[config.mk]
export PLATFORM = sky130hd
export DESIGN_NAME = coax_tx
export DESIGN_NICKNAME = d
export VERILOG_FILES = /design/src/rtl/coax_tx.sv
export SDC_FILE = /design/constraint.sdc
export NUM_CORES = 1
export LEC_CHECK = 0
export ABC_AREA = 1
export ABC_CLOCK_PERIOD_IN_PS = 3300
export CAP_MARGIN = 20
export CORE_ASPECT_RATIO = 1.75
export CORE_MARGIN = 3
export CORE_UTILIZATION = 30
export CTS_CLUSTER_SIZE = 25
export DETAILED_ROUTE_END_ITERATION = 10
export PLACE_DENSITY = 0.53
export RECOVER_POWER = 25
export REMOVE_ABC_BUFFERS = 1
export SLEW_MARGIN = 30
export SYNTH_ARGS = -nofsm -noshare
export SYNTH_HDL_FRONTEND = slang
export SYNTH_SLANG_ARGS = --single-unit
[constraint.sdc]
create_clock -name clk -period 3.3 [get_ports clk]
set_clock_uncertainty 0.2 [all_clocks]
set_input_delay 0.33 -clock clk [delete_from_list [all_inputs] [get_ports clk]]
set_output_delay 0.33 -clock clk [all_outputs]
set_load 0.01 [all_outputs]
[src/rtl/coax_tx.sv]
// Manchester-coded coax frame transmitter: quiesce preamble, code violation, then
// sync/data/parity per word (chained back to back while words keep arriving), then end sequence.
module coax_tx #(
    parameter int CLOCKS_PER_BIT = 8
) (
    input  logic       clk,
    input  logic       reset,
    input  logic [9:0] data,
    input  logic       strobe,
    output logic       ready,
    output logic       active,
    output logic       tx
);

    localparam int CW = $clog2(3 * CLOCKS_PER_BIT);
    localparam logic [CW-1:0] HALF      = CW'(CLOCKS_PER_BIT / 2);
    localparam logic [CW-1:0] CELL_LAST = CW'(CLOCKS_PER_BIT - 1);
    localparam logic [CW-1:0] CV_HALF   = CW'(3 * CLOCKS_PER_BIT / 2);
    localparam logic [CW-1:0] CV_LAST   = CW'(3 * CLOCKS_PER_BIT - 1);
    localparam logic [CW-1:0] ES2_LAST  = CW'(2 * CLOCKS_PER_BIT - 1);

    typedef enum logic [2:0] {
        IDLE,
        LINE_QUIESCE,
        CODE_VIOLATION,
        SYNC_BIT,
        DATA_BIT,
        PARITY_BIT,
        END_SEQUENCE_1,
        END_SEQUENCE_2
    } state_t;

    state_t        state_q, state_d;
    logic [3:0]    bit_q, bit_d;
    logic [CW-1:0] cyc_q, cyc_d;
    logic [9:0]    shift_q, shift_d;
    logic [9:0]    hold_q, hold_d;
    logic          hold_full_q, hold_full_d;
    logic          ready_q, active_q, tx_q;
    logic          accept;
    logic          cell_end;

    // Line level for a given position; Manchester bit b is !b in the first half, b in the second.
    function automatic logic line_level(state_t st, logic [3:0] bit_idx,
                                        logic [CW-1:0] cyc, logic [9:0] word);
        logic second_half;
        logic lvl;
        second_half = (cyc >= HALF);
        lvl = 1'b0;
        case (st)
            LINE_QUIESCE, SYNC_BIT: lvl = second_half;
            CODE_VIOLATION:         lvl = (cyc >= CV_HALF);
            DATA_BIT:               lvl = word[4'd9 - bit_idx] ~^ second_half;
            PARITY_BIT:             lvl = (~^word) ~^ second_half;
            END_SEQUENCE_1:         lvl = !second_half;
            END_SEQUENCE_2:         lvl = 1'b1;
            default:                lvl = 1'b0;
        endcase
        return lvl;
    endfunction

    assign accept   = strobe && ready_q;
    assign cell_end = (cyc_q == CELL_LAST);

    always_comb begin
        state_d     = state_q;
        bit_d       = bit_q;
        cyc_d       = cyc_q + 1'b1;
        shift_d     = shift_q;
        hold_d      = hold_q;
        hold_full_d = hold_full_q;

        if (accept) begin
            hold_d      = data;
            hold_full_d = 1'b1;
        end

        case (state_q)
            IDLE: begin
                cyc_d = '0;
                bit_d = '0;
                if (hold_full_q || accept) state_d = LINE_QUIESCE;
            end
            LINE_QUIESCE: if (cell_end) begin
                cyc_d = '0;
                if (bit_q == 4'd4) begin
                    bit_d   = '0;
                    state_d = CODE_VIOLATION;
                end else begin
                    bit_d = bit_q + 4'd1;
                end
            end
            CODE_VIOLATION: if (cyc_q == CV_LAST) begin
                cyc_d       = '0;
                state_d     = SYNC_BIT;
                shift_d     = hold_q;
                hold_full_d = 1'b0;
            end
            SYNC_BIT: if (cell_end) begin
                cyc_d   = '0;
                bit_d   = '0;
                state_d = DATA_BIT;
            end
            DATA_BIT: if (cell_end) begin
                cyc_d = '0;
                if (bit_q == 4'd9) begin
                    bit_d   = '0;
                    state_d = PARITY_BIT;
                end else begin
                    bit_d = bit_q + 4'd1;
                end
            end
            PARITY_BIT: if (cell_end) begin
                cyc_d = '0;
                // A word already waiting chains straight into the next sync cell.
                if (hold_full_q) begin
                    state_d     = SYNC_BIT;
                    shift_d     = hold_q;
                    hold_full_d = 1'b0;
                end else begin
                    state_d = END_SEQUENCE_1;
                end
            end
            END_SEQUENCE_1: if (cell_end) begin
                cyc_d   = '0;
                state_d = END_SEQUENCE_2;
            end
            END_SEQUENCE_2: if (cyc_q == ES2_LAST) begin
                cyc_d   = '0;
                state_d = IDLE;
            end
            default: begin
                cyc_d   = '0;
                bit_d   = '0;
                state_d = IDLE;
            end
        endcase
    end

    always_ff @(posedge clk) begin
        if (reset) begin
            state_q     <= IDLE;
            bit_q       <= '0;
            cyc_q       <= '0;
            shift_q     <= '0;
            hold_q      <= '0;
            hold_full_q <= 1'b0;
            ready_q     <= 1'b1;
            active_q    <= 1'b0;
            tx_q        <= 1'b0;
        end else begin
            state_q     <= state_d;
            bit_q       <= bit_d;
            cyc_q       <= cyc_d;
            shift_q     <= shift_d;
            hold_q      <= hold_d;
            hold_full_q <= hold_full_d;
            ready_q     <= !hold_full_d;
            active_q    <= (state_d != IDLE);
            tx_q        <= line_level(state_d, bit_d, cyc_d, shift_d);
        end
    end

    assign ready  = ready_q;
    assign active = active_q;
    assign tx     = tx_q;

endmodule

Word-level counts from Yosys, hierarchy flattened
Cells that the tools add are included.
Word-level totals
  register bits: 36
  logic and storage cells: 79
  memories kept: 0
  output and inout bits: 3
  bits in latches: 0
  memory bits (read-only): 0
  RAM bits: 0
Operators by class
  reductions and logical operators: 9
  add/sub/neg operators: 3
  multiplexer cells: 34
  multiply operators: 0
  div/mod/pow operators: 0
  $lt $le $gt $ge: 3
  bitwise logic cells: 2
  equal/unequal tests: 19
  shift-type cells: 0
Operators by type and width (number)
  two-way mux 3 bit: 11
  two-way mux 10 bit: 3
  equality test 3 bit (second input constant): 8
  case mux 3 bit (8 select lines): 1
  two-way mux 4 bit: 5
  case mux 10 bit (2 select lines): 1
  case mux 5 bit (4 select lines): 1
  case mux 4 bit (4 select lines): 1
  two-way mux 5 bit: 3
  equality test 3 x 2 -> 1 bit (second input constant): 4
  XNOR reduction 10 bit: 1
  equality test 3 x 1 -> 1 bit (second input constant): 2
  case mux 1 bit (6 select lines): 1
  adder 5 x 1 -> 5 bit (second input constant): 1
  equality test 5 x 3 -> 1 bit (second input constant): 1
  equality test 5 x 4 -> 1 bit (second input constant): 1
  equality test 5 bit (second input constant): 1
  greater-or-equal comparator 5 x 3 -> 1 bit (second input constant): 1
  greater-or-equal comparator 5 x 4 -> 1 bit (second input constant): 1
  < comparator 4 x 5 -> 1 bit (second input constant): 1
  two-way mux 1 bit: 5
  OR reduction 5 bit: 1
  adder 4 x 1 -> 4 bit (second input constant): 1
  binary-select mux 1 bit (select 4 bit): 1
  other kinds (11): 13

Longest topological paths before layout
Gate-level depths: netlist (run 1).
  depth after elaboration: 9
  depth in mapped cells: 23

Worst setup path after synthesis (run 1)
No wires, ideal clock.
  kind: flip-flop to flip-flop
  start: reg cyc_q[0]
  end: reg tx_q (netlist: tx)
  setup slack: 0.674 ns
  required time: 2.970 ns
  arrival: 2.296 ns
  period minus slack after synthesis: 2.626 ns
  library setup time: 0.130 ns
  stages on the path, launching flop included: 22
  path through: dfxtp_1 > ha_1 > nand2_2 > nor2_4 > nand2_2 > buf_6 > o21ai_0 > nand2_1 > nor2_1 > nor2_1 > a31oi_1 > ha_1 > inv_1 > nand3_1 > nand3_1 > nand2_1 > nand2_1 > nand2_1 > nand2_1 > nand2_1 > nand2_1 > a21oi_2
Between the ends
  longest elaborated chain between the ends: 8
Ends and longest elaborated chain
  from (decl): RTL line 35  | logic [CW-1:0] cyc_q, cyc_d;
  from (signal assigned): RTL line 154  | cyc_q <= cyc_d;
  equality test 5 x 3 -> 1 bit: RTL line 63  | assign cell_end = (cyc_q == CELL_LAST);
  two-way mux 4 bit, on equally long branches: RTL line 104, 84, 99
  case mux 4 bit (4 select lines): RTL line 78  | case (state_q)
  subtractor 4 bit: RTL line 53  | DATA_BIT: lvl = word[4'd9 - bit_idx] ~^ second_half;
  binary-select mux 1 bit (select 4 bit): RTL line 53
  two-way mux 1 bit (not written as such): RTL line 53
  bitwise XNOR 1 bit: RTL line 53
  case mux 1 bit (6 select lines) *: RTL line 50  | case (st)
  to (signal assigned): RTL line 160  | tx_q <= line_level(state_d, bit_d, cyc_d, shift_d);
  to (decl): RTL line 39  | logic ready_q, active_q, tx_q;
Every way passes the cells marked *; elsewhere a longest branch is shown, timed or not. The select of a mux whose other input is x is not followed.
A chain may end at the register's enable or synchronous reset.

Worst setup path in the final report (run 1)
Ends and elaborated chain as after synthesis.

==> flow_metrics.tcl, run 1 <==
set metrics [dict create \
    synth_largest_area_cell "dfxtp_1" \
    p_seq_share_pct 41.9 \
    multi_input_area_um2 1416 \
    grt_max_degree 21 \
    ir_worst_vdd_mv 0.2475 \
    tightestPinTransition_ns 0.5658 \
    synth_seq_area_share_pct 29.69 \
    cts_max_level 2 \
    io_buffers 15 \
    grt_pass1_vias 2313 \
    fin_area_um2 2843 \
    crit_fanout 13 \
    num_antenna_cells 0 \
    ys_top_cells_by_area "dfxtp_1 (30%), nand2_1 (18%), nand3_1 (10%)" \
    hold_viol 0 \
    clockBufferDepth 2 \
    critical_path_class "flip-flop to flip-flop" \
    crit_slowest_cell "dfxtp_1" \
    wirelength_mm 6.180 \
    drive_gt1_share_pct 9.264 \
    cts_tree "built" \
    ys_async_sr_fraction_pct 0 \
    slowest_delay_ns 0.37 \
    die_area_um2 9249 \
    min_period_over_period_pct 89.86 \
    nNetsFinal 440 \
    power_density_nw_per_um2 387.5 \
    cp-start-kind "flip-flop" \
    synth_top_area_share_pct 29.69 \
    overflow 0 \
    syn2layout_area_growth_pct 17.11 \
    p_int_uw 844.3 \
    cp_common_cell "nand2_1" \
    initial_core_util_pct 31.42 \
    ys_ff_latch 36 \
    dpl-instance-area_um2 2671 \
    ant_nets 0 \
    synthCells 403 \
    grt_setup_unrepaired "no" \
    cts.sinks 36 \
    yosysWarnings 0 \
    finalSetupTns_ns 0 \
    grt_use_total_pct 14.10 \
    n_fill_cell 851 \
    drc 0 \
    insertion_delay_ns 0.28 \
    cp.required_ns 3.27 \
    leakagePower_uw 0.001384 \
    cap_violations 0 \
    die_x_um 74.00 \
    viasPerCell 4.796 \
    max_freq_mhz 337.2 \
    synth_top_flop_cell "dfxtp_1" \
    fp.dieH_um 125.0 \
    antenna_found_initial 0 \
    p_sw_share_pct 23.35 \
    root_buffer "clkbuf_16" \
    worstHoldPathType "flip-flop to flip-flop" \
    path_cells "ha_1 -> nand2_2 -> nor2_4 -> nand2_2 -> a21oi_2 -> nand2_1 -> nor2_1 -> nor2_1 -> a31oi_1 -> ha_1 -> inv_1 -> nand3_1 -> nand3_1 -> nand2_1 -> nand2_1 -> nand2_1 -> nand2_1 -> nand2_1 -> nand2_1 -> a21oi_2" \
    design.core.area_um2 7725 \
    seq_area_um2 720.7 \
    drt-wirelength-per-cell_um 12.14 \
    period_needed_ns 2.965 \
    endpoint_kind "flip-flop" \
    power_frac_clock_pct 49.7 \
    p_sw_uw 257.2 \
    boundaryPins 16 \
    arrival_ns 2.93 \
    synth_area_um2 2427 \
    cts.repair_timing.setup_buffer_count 0 \
    grt_pass1_wl_mm 10.21 \
    syn-mean-instance-area_um2 6.023 \
    synth-edff-count 0 \
    cts_made_buffers 5 \
    slew_headroom_pct 61.88 \
    rows 42 \
    status "complete, no violations" \
    gp_congestion 0.8440 \
    p_comb_share_pct 8.4 \
    vias 2441 \
    drtIter0Drc 69 \
    clk_transition_reported_paths_ns 0.06 \
    place_hpwl_mm 4.882 \
    yosys.cell_types.count 31 \
    drv_slew 0 \
    setup_viol 0 \
    firstDrtPassIters 4 \
]
==> layer usage <==
| layer | global-route usage (%) | up-vias | wire [um] |
|---|---|---|---|
| met2 | 25.78 | 38 | 3359 |
| met3 | 2.249 | 14 | 148 |
| li1 | - | 1302 | - |
| met5 | 0 | - | 0 |
| met4 | 7.364 | 0 | 195 |
| met1 | 14.67 | 1087 | 2477 |
==> stage by stage <==
stage / total power (uW) / setup slack (ns) / instances / util (%) / hold slack [ns]
after floorplan: 522.6 / 0.6392 / 395 / - / 0.1924
after global placement: 564.7 / 0.3835 / 501 / 34.58 / 0.2432
after detailed placement: 565.6 / 0.3017 / 501 / 34.58 / 0.2509
after CTS: 1119 / 0.2774 / 509 / 36.75 / 0.2607
after global routing: 1139 / 0.01007 / 509 / 36.80 / 0.2811
final: 1101 / 0.3347 / 509 / 36.80 / 0.2522
==> cells in the mapped netlist, types with 2 or more instances <==
master	number
a21oi_1	15
a31oi_1	2
clkbuf_1	6
dfxtp_1	36
ha_1	7
inv_1	63
inv_2	5
nand2_1	116
nand2_2	9
nand3_1	49
nand3_2	2
nand4_1	6
nor2_1	40
nor3_1	5
o21ai_0	22
o21ai_1	2
o21ai_2	3
or2_2	2
==> critical path, delay by kind of cell (launching register included) <==
family                   cells  cell delay [ns]
AND/OR/NAND/NOR             14             1.20
adder cells (fa/ha/maj)      2             0.51
AO/OA/AOI/OAI                3             0.48
flip-flops                   1             0.37
buffers and inverters        1             0.08
==> final timing paths <==
kind	start	endpoint	slack, ns	cells past startpoint
worst max register to register	cyc_q[0]	tx	0.33	20
worst max-delay path	cyc_q[0]	tx	0.33	20
worst min register to register	hold_q[7]	hold_q[7]	0.25	2
worst min-delay path	hold_q[7]	hold_q[7]	0.25	2
==> repair_timing <==
action | 4_1_cts | 5_1_grt
hold buffers | 0 | 0
resized for setup | 0 | 1
setup endpoints to repair | 0 | 1
hold endpoints to repair | 0 | 0
==> final cells by class <==
class | instances | area share (%)
flip-flops and latches | 36 | 25.35
multi-input cells | 291 | 49.82
inverters | 68 | 8.979
repair buffers | 18 | 6.074
clock buffers | 5 | 4.401
clock inverters | 3 | 1.496
well taps | 88 | 3.873
==> cells in the final DEF (no fill, tap or decap), drive strengths merged, types with 5 or more instances in the layout <==
cell / netlist / final
a21oi: 16 / 16
clkbuf: 6 / 5
clkdlybuf4s50: 0 / 12
dfxtp: 36 / 36
ha: 7 / 7
inv: 68 / 68
nand2: 126 / 126
nand3: 52 / 52
nand4: 6 / 6
nor2: 42 / 42
nor3: 6 / 6
o21ai: 27 / 27
==> power by group through the flow <==
stage	sequential, uW	combinational [uW]	clock (uW)
2_1_floorplan	471	52.1	0
3_3_place_gp	471	93.6	0
3_5_place_dp	471	94.3	0
4_1_cts	462	94.9	562
5_1_grt	464	105	570
6_report	462	92.2	547
==> logic make-up (layout without fill, tap and decap cells) <==
group / count (synthesis) / count (layout) / synth area share [%]
xor+xnor: 1 / 1 / 0.3609
simple gates: 236 / 236 / 43.61
buf+inv: 76 / 94 / 12.11
compound gates: 47 / 47 / 10.62
flops: 36 / 36 / 29.69
fa+ha+maj: 7 / 7 / 3.608
==> sequential cells by signal (all words and copies together) (netlist names) <==
register     cells
active           1
hold_q          10
hold_full_q      1
ready            1
state_q          3
tx               1
cyc_q            5
bit_q            4
shift_q         10
Power figures use the tool's default switching activity.
==> run 2, diff against run 1 <==
--- a/config.mk
+++ b/config.mk
@@ -8,7 +8,6 @@
 export ABC_AREA = 1
 export ABC_CLOCK_PERIOD_IN_PS = 3300
 export CAP_MARGIN = 20
-export CORE_ASPECT_RATIO = 1.75
 export CORE_MARGIN = 3
 export CORE_UTILIZATION = 30
 export CTS_CLUSTER_SIZE = 25
==> run 2 against run 1 <==
Effect of this change: first-iteration DRC count is 67% higher; design area is 1.1% lower; critical path depth rose by 2; flip-flop and latch count is the same; clock power shrank 27%; non-clock buffer count unchanged; wire length decreased by 4.6%; core utilization down 0.79 points; sequential share of layout area rose by 0.28 points; worst hold slack improved by 0.0036 ns; sequential power is essentially flat; critical endpoint unchanged; largest power group is now sequential cells.
==> flow_metrics.tcl, run 2 (synthesis gave the netlist of run 1 again) <==
set metrics [dict create \
    cts_made_buffers 5 \
    hold_buffers 0 \
    cts.repair_timing.setup_buffer_count 0 \
    leakagePower_uw 0.001355 \
    io_buffers 15 \
    slew_headroom_pct 59.85 \
    max_freq_mhz 351.4 \
    critical_path_class "flip-flop to flip-flop" \
    cts_tree "built" \
    num_antenna_cells 0 \
    cts.sinks 36 \
    die_area_um2 9206 \
    drt-wirelength-per-cell_um 11.28 \
    vias 2432 \
    clockBufferDepth 2 \
    hold_viol 0 \
    root_buffer "clkbuf_8" \
    rows 32 \
    setup_viol 0 \
    antenna_found_initial 0 \
    insertion_delay_ns 0.29 \
    endpoint_kind "flip-flop" \
    power_frac_clock_pct 42.0 \
    grt_setup_unrepaired "no" \
    drv_slew 0 \
    p_comb_share_pct 9.6 \
    boundaryPins 16 \
    final_common_cell "nand2_1" \
    cp.required_ns 3.34 \
    p_seq_share_pct 48.4 \
    period_needed_ns 2.846 \
    power_uw 952.9 \
    grt_pass1_wl_mm 10.47 \
    wirelength_mm 5.898 \
    crit_fanout 13 \
    grt_max_degree 20 \
    reg.largest.list "hold_q x10, shift_q x10, cyc_q x5" \
    fp.dieH_um 95.95 \
    clk_transition_reported_paths_ns 0.08 \
    p_int_uw 712.1 \
    viasPerCell 4.650 \
    drtIter0Drc 115 \
    drc 0 \
    power_density_nw_per_um2 338.9 \
    drive_gt1_share_pct 9.501 \
    status "complete, no violations" \
    ant_nets 0 \
    finalSetupTns_ns 0 \
    cap_violations 0 \
    tightestPinTransition_ns 0.5960 \
    ir_worst_vdd_mv 0.1856 \
    grt_use_total_pct 14.30 \
    p_sw_share_pct 25.27 \
    final_cell_mix "nand2_1 (116), inv_1 (63), nand3_1 (49), nor2_1 (40), dfxtp_1 (36)" \
    design.core.area_um2 7807 \
    cts-resized-gates 0 \
    syn2layout_area_growth_pct 15.82 \
    initial_core_util_pct 31.09 \
    nNetsFinal 440 \
    arrival_ns 2.88 \
    gp_congestion 0.9238 \
    firstDrtPassIters 5 \
    grt_pass1_vias 2355 \
    place_hpwl_mm 4.656 \
    overflow 0 \
    die_x_um 95.95 \
    min_period_over_period_pct 86.23 \
    p_sw_uw 240.8 \
    cp-start-kind "flip-flop" \
    cts_max_level 2 \
    r2r_setup_slack_ns 0.45 \
    worstHoldPathType "flip-flop to flip-flop" \
]
run 2: cell count changes in the layout (fill, tap and decap cells not counted), sizes merged:
cell	delta
clkdlybuf4s50	-1
dlygate4sd3	+1
run 2: path summary, 6_finish.rpt:
check	startpoint	end	cells past startpoint
worst max-delay path	cyc_q[0]	tx	22
worst min-delay path	hold_q[7]	hold_q[7]	2
worst max register to register	cyc_q[0]	tx	22
worst min register to register	hold_q[7]	hold_q[7]	2
run 2: area by class of cell:
cell class              instances  area [um2]
multi-input cells             291        1424
clock buffers                   5       68.82
fillers                       860        4996
repair buffers                 18       172.7
clock inverters                 3       42.54
well taps                     102       127.6
inverters                      68       255.2
flip-flops and latches         36       720.7
run 2: routing by layer:
metal,track usage (%),vias up,routed length (um)
met5,0,-,0
met4,3.555,0,66
met3,3.127,7,213
met2,24.61,42,2747
met1,18.06,1084,2869
li1,-,1299,-
run 2: power groups by stage:
stage | sequential (uW) | combinational [uW] | clock (uW)
2_1_floorplan | 471 | 52.1 | 0
3_3_place_gp | 471 | 93.0 | 0
3_5_place_dp | 472 | 93.5 | 0
4_1_cts | 461 | 93.8 | 413
5_1_grt | 463 | 107 | 427
6_report | 461 | 91.3 | 400
run 2: metrics by stage:
step	std cells	worst slack, ns	instance area (um2)	hold WS, ns	utilization [%]
floorplan	395	0.6392	2389	0.1924	-
finish	523	0.4544	2811	0.2558	36.01
global route	523	0.03209	2811	0.2988	36.01
global placement	515	0.4210	2689	0.2449	34.44
CTS	523	0.3136	2800	0.2592	35.87
detailed placement	515	0.3309	2689	0.2464	34.44
run 2: critical path: stages, from the launching register on:
cell,delay [ns]
dfxtp_1,0.39
ha_2,0.23
nand2_2,0.10
nor2_4,0.18
nand2_4,0.14
a21oi_2,0.19
nand2_1,0.08
nor2_1,0.10
nor2_1,0.04
a31oi_1,0.19
ha_1,0.20
inv_1,0.04
nand2_1,0.05
nand2_1,0.06
inv_1,0.06
nand3_1,0.08
nand2_1,0.08
nand2_1,0.06
nand2_1,0.06
nand2_1,0.04
nand2_1,0.05
nand2_1,0.05
a21oi_2,0.10
==> run 3, diff against run 2 <==
--- a/config.mk
+++ b/config.mk
@@ -5,7 +5,6 @@
 export SDC_FILE = /design/constraint.sdc
 export NUM_CORES = 1
 export LEC_CHECK = 0
-export ABC_AREA = 1
 export ABC_CLOCK_PERIOD_IN_PS = 3300
 export CAP_MARGIN = 20
 export CORE_MARGIN = 3
@@ -19,3 +18,4 @@
 export SYNTH_ARGS = -nofsm -noshare
 export SYNTH_HDL_FRONTEND = slang
 export SYNTH_SLANG_ARGS = --single-unit
+export TNS_END_PERCENT = 10
==> run 3 against run 2 <==
Effect of this change: worst hold slack worse by 0.0026 ns; cell count is 30% lower; flip-flop and latch count stayed put; highest routed layer unchanged; die area is 7.1% lower; synthesized cell count is 36% lower; clock power is 17% lower; sequential power hardly changed; critical endpoint unchanged; register-to-register slack worse by 0.12 ns; fmax is 4.2% lower; sequential share of layout area is 2.3 points higher; area after synthesis is 7.5% lower.
==> flow_metrics.tcl, run 3 <==
set metrics [dict create \
    status "complete, no violations" \
    r2r_cells 11 \
    power_density_nw_per_um2 342.8 \
    syn-mean-instance-area_um2 8.768 \
    ant_nets 0 \
    drtIter0Drc 70 \
    max_freq_mhz 336.7 \
    grt_max_degree 34 \
    grt_use_total_pct 11.94 \
    ys_top_cells_by_area "dfxtp_1 (32%), mux2i_1 (7.6%), nand2_1 (5.5%)" \
    cts_max_level 2 \
    crit_fanout 10 \
    rows 30 \
    arrival_ns 2.93 \
    design.core.area_um2 7019 \
    cts.sinks 36 \
    post-place-ws_ns 0.3360 \
    ys_ff_latch 36 \
    grt_pass1_wl_mm 8.424 \
    synthTopCellsByCount "dfxtp_1 (36), nand2_1 (33), nor2_1 (25)" \
    initial_core_util_pct 31.98 \
    min_period_over_period_pct 89.99 \
    cts.repair_timing.setup_buffer_count 0 \
    r2r_setup_slack_ns 0.33 \
    grt_setup_unrepaired "no" \
    wirelength_mm 4.902 \
    synth_top_area_share_pct 32.11 \
    drive_gt1_share_pct 10.70 \
    drc 0 \
    cp-start-kind "flip-flop" \
    cap_violations 0 \
    worstHoldPathType "flip-flop to flip-flop" \
    fin_ws_ns 0.3304 \
    drt-wirelength-per-cell_um 13.36 \
    cts_tree "built" \
    n_fill_cell 747 \
    ys_async_sr_fraction_pct 0 \
    io_buffers 15 \
    r2r_start "cyc_q[0]" \
    yosys.cell_types.count 58 \
    cts-resized-gates 0 \
    final_common_cell "dfxtp_1" \
    cp.required_ns 3.26 \
    timing.rr.end "tx" \
    fp.dieH_um 92.50 \
    critical_path_class "flip-flop to flip-flop" \
    antenna_found_initial 0 \
    setup_viol 0 \
    vias 1847 \
    synth_top_flop_cell "dfxtp_1" \
    hold_start "cyc_q[0]" \
    finalSetupTns_ns 0 \
    die_x_um 92.50 \
    reg.largest.list "hold_q x10, shift_q x10, cyc_q x5" \
    clockBufferDepth 2 \
    hold_viol 0 \
    boundaryPins 16 \
    cts_made_buffers 5 \
    root_buffer "clkbuf_8" \
    overflow 0 \
    synth_area_um2 2245 \
    synth_seq_area_share_pct 32.11 \
    place_hpwl_mm 3.659 \
    yosysWarnings 0 \
    endpoint_kind "flip-flop" \
    synth.most_common_cell "dfxtp_1" \
    clk_transition_reported_paths_ns 0.07 \
    slew_headroom_pct 58.52 \
    syn2layout_area_growth_pct 14.83 \
    synth_largest_area_cell "dfxtp_1" \
    firstDrtPassIters 4 \
    period_needed_ns 2.970 \
    nNetsFinal 291 \
    synthCells 256 \
    tightestPinTransition_ns 0.6218 \
    grt_pass1_vias 1779 \
    final_cell_mix "dfxtp_1 (36), nand2_1 (33), nor2_1 (25), mux2i_1 (17), a21oi_1 (15)" \
    viasPerCell 5.033 \
    min_to "cyc_q[0]" \
    ir_worst_vdd_mv 0.2064 \
    synth-edff-count 0 \
    leakagePower_uw 0.0009479 \
    multi_input_area_um2 1404 \
    min_path_cells 1 \
    hold_buffers 0 \
    drv_slew 0 \
    num_antenna_cells 0 \
    insertion_delay_ns 0.28 \
    gp_congestion 0.7903 \
    seq_area_um2 720.7 \
    die_area_um2 8556 \
]
run 3: cell count changes after synthesis, moves of 15 or more:
cell / previous run / this run
o21ai_0: 22 / 5
mux2i_1: 0 / 17
inv_1: 63 / 8
nand3_1: 49 / 5
nor2_1: 40 / 25
nand2_1: 116 / 33
run 3: layout make-up:
cell class	count	share of cell area, %
clock buffers	7	3.738
inverters	9	1.311
multi-input cells	197	54.47
flip-flops and latches	36	27.96
well taps	96	4.660
repair buffers	22	7.864
run 3: worst max-delay path: stages, from the launching register on:
cell	delay [ns]
dfxtp_1	0.35
ha_1	0.28
and4bb_1	0.46
a21oi_1	0.15
o21ai_1	0.21
o21ai_0	0.12
a21oi_1	0.21
ha_1	0.29
a211oi_1	0.20
a31oi_1	0.14
o211ai_1	0.14
o211ai_2	0.11
run 3: layer usage:
layer,vias to the layer above,share of wire [%],global-route usage [%],routed length [um]
met5,-,0,0,0
met4,0,0.78,3.342,38
met3,2,2.4,1.706,118
met2,28,46,19.09,2269
met1,878,51,16.69,2476
li1,939,-,-,-
run 3: per-stage QoR:
| step | hold WS, ns | cells | total power (uW) | instance area [um2] | util (%) |
|---|---|---|---|---|---|
| final | 0.2532 | 367 | 883.5 | 2577 | 36.72 |
| after global routing | 0.2817 | 367 | 923.8 | 2577 | 36.72 |
| after CTS | 0.2581 | 367 | 894.1 | 2577 | 36.72 |
| after detailed placement | 0.2478 | 360 | 561.3 | 2481 | 35.35 |
| after global placement | 0.2404 | 360 | 560.5 | 2481 | 35.35 |
| after floorplan | 0.1991 | 242 | 517.0 | 2158 | - |
run 3: report_power, final:
group	switching [uW]	internal, uW	total (uW)	leakage [uW]
Sequential	10.8	448	458	0.000293
Combinational	46.5	44.8	91.3	0.000605
Clock	148	186	334	0.0000503
Total	205	678	883	0.000948
run 3: cell families after synthesis:
logic type               synth area share (%)
AND/OR/NAND/NOR                         22.63
AO/OA/AOI/OAI                           20.40
flip-flops                              32.11
buffers and inverters                   5.350
multiplexers                            8.695
XOR/XNOR                                6.912
adder cells (fa/ha/maj)                 3.902
run 3: worst max-delay path by stage:
stage / startpoint / end / slack [ns] / cells after the start
6_report: cyc_q[0] / tx / 0.33 / 11
5_1_grt: cyc_q[0] / tx / 0.09 / 11
4_1_cts: cyc_q[0] / tx / 0.32 / 11
3_5_place_dp: cyc_q[0] / tx / 0.34 / 11
3_3_place_gp: cyc_q[0] / tx / 0.44 / 11
2_1_floorplan: state_q[0] / tx / 0.60 / 8
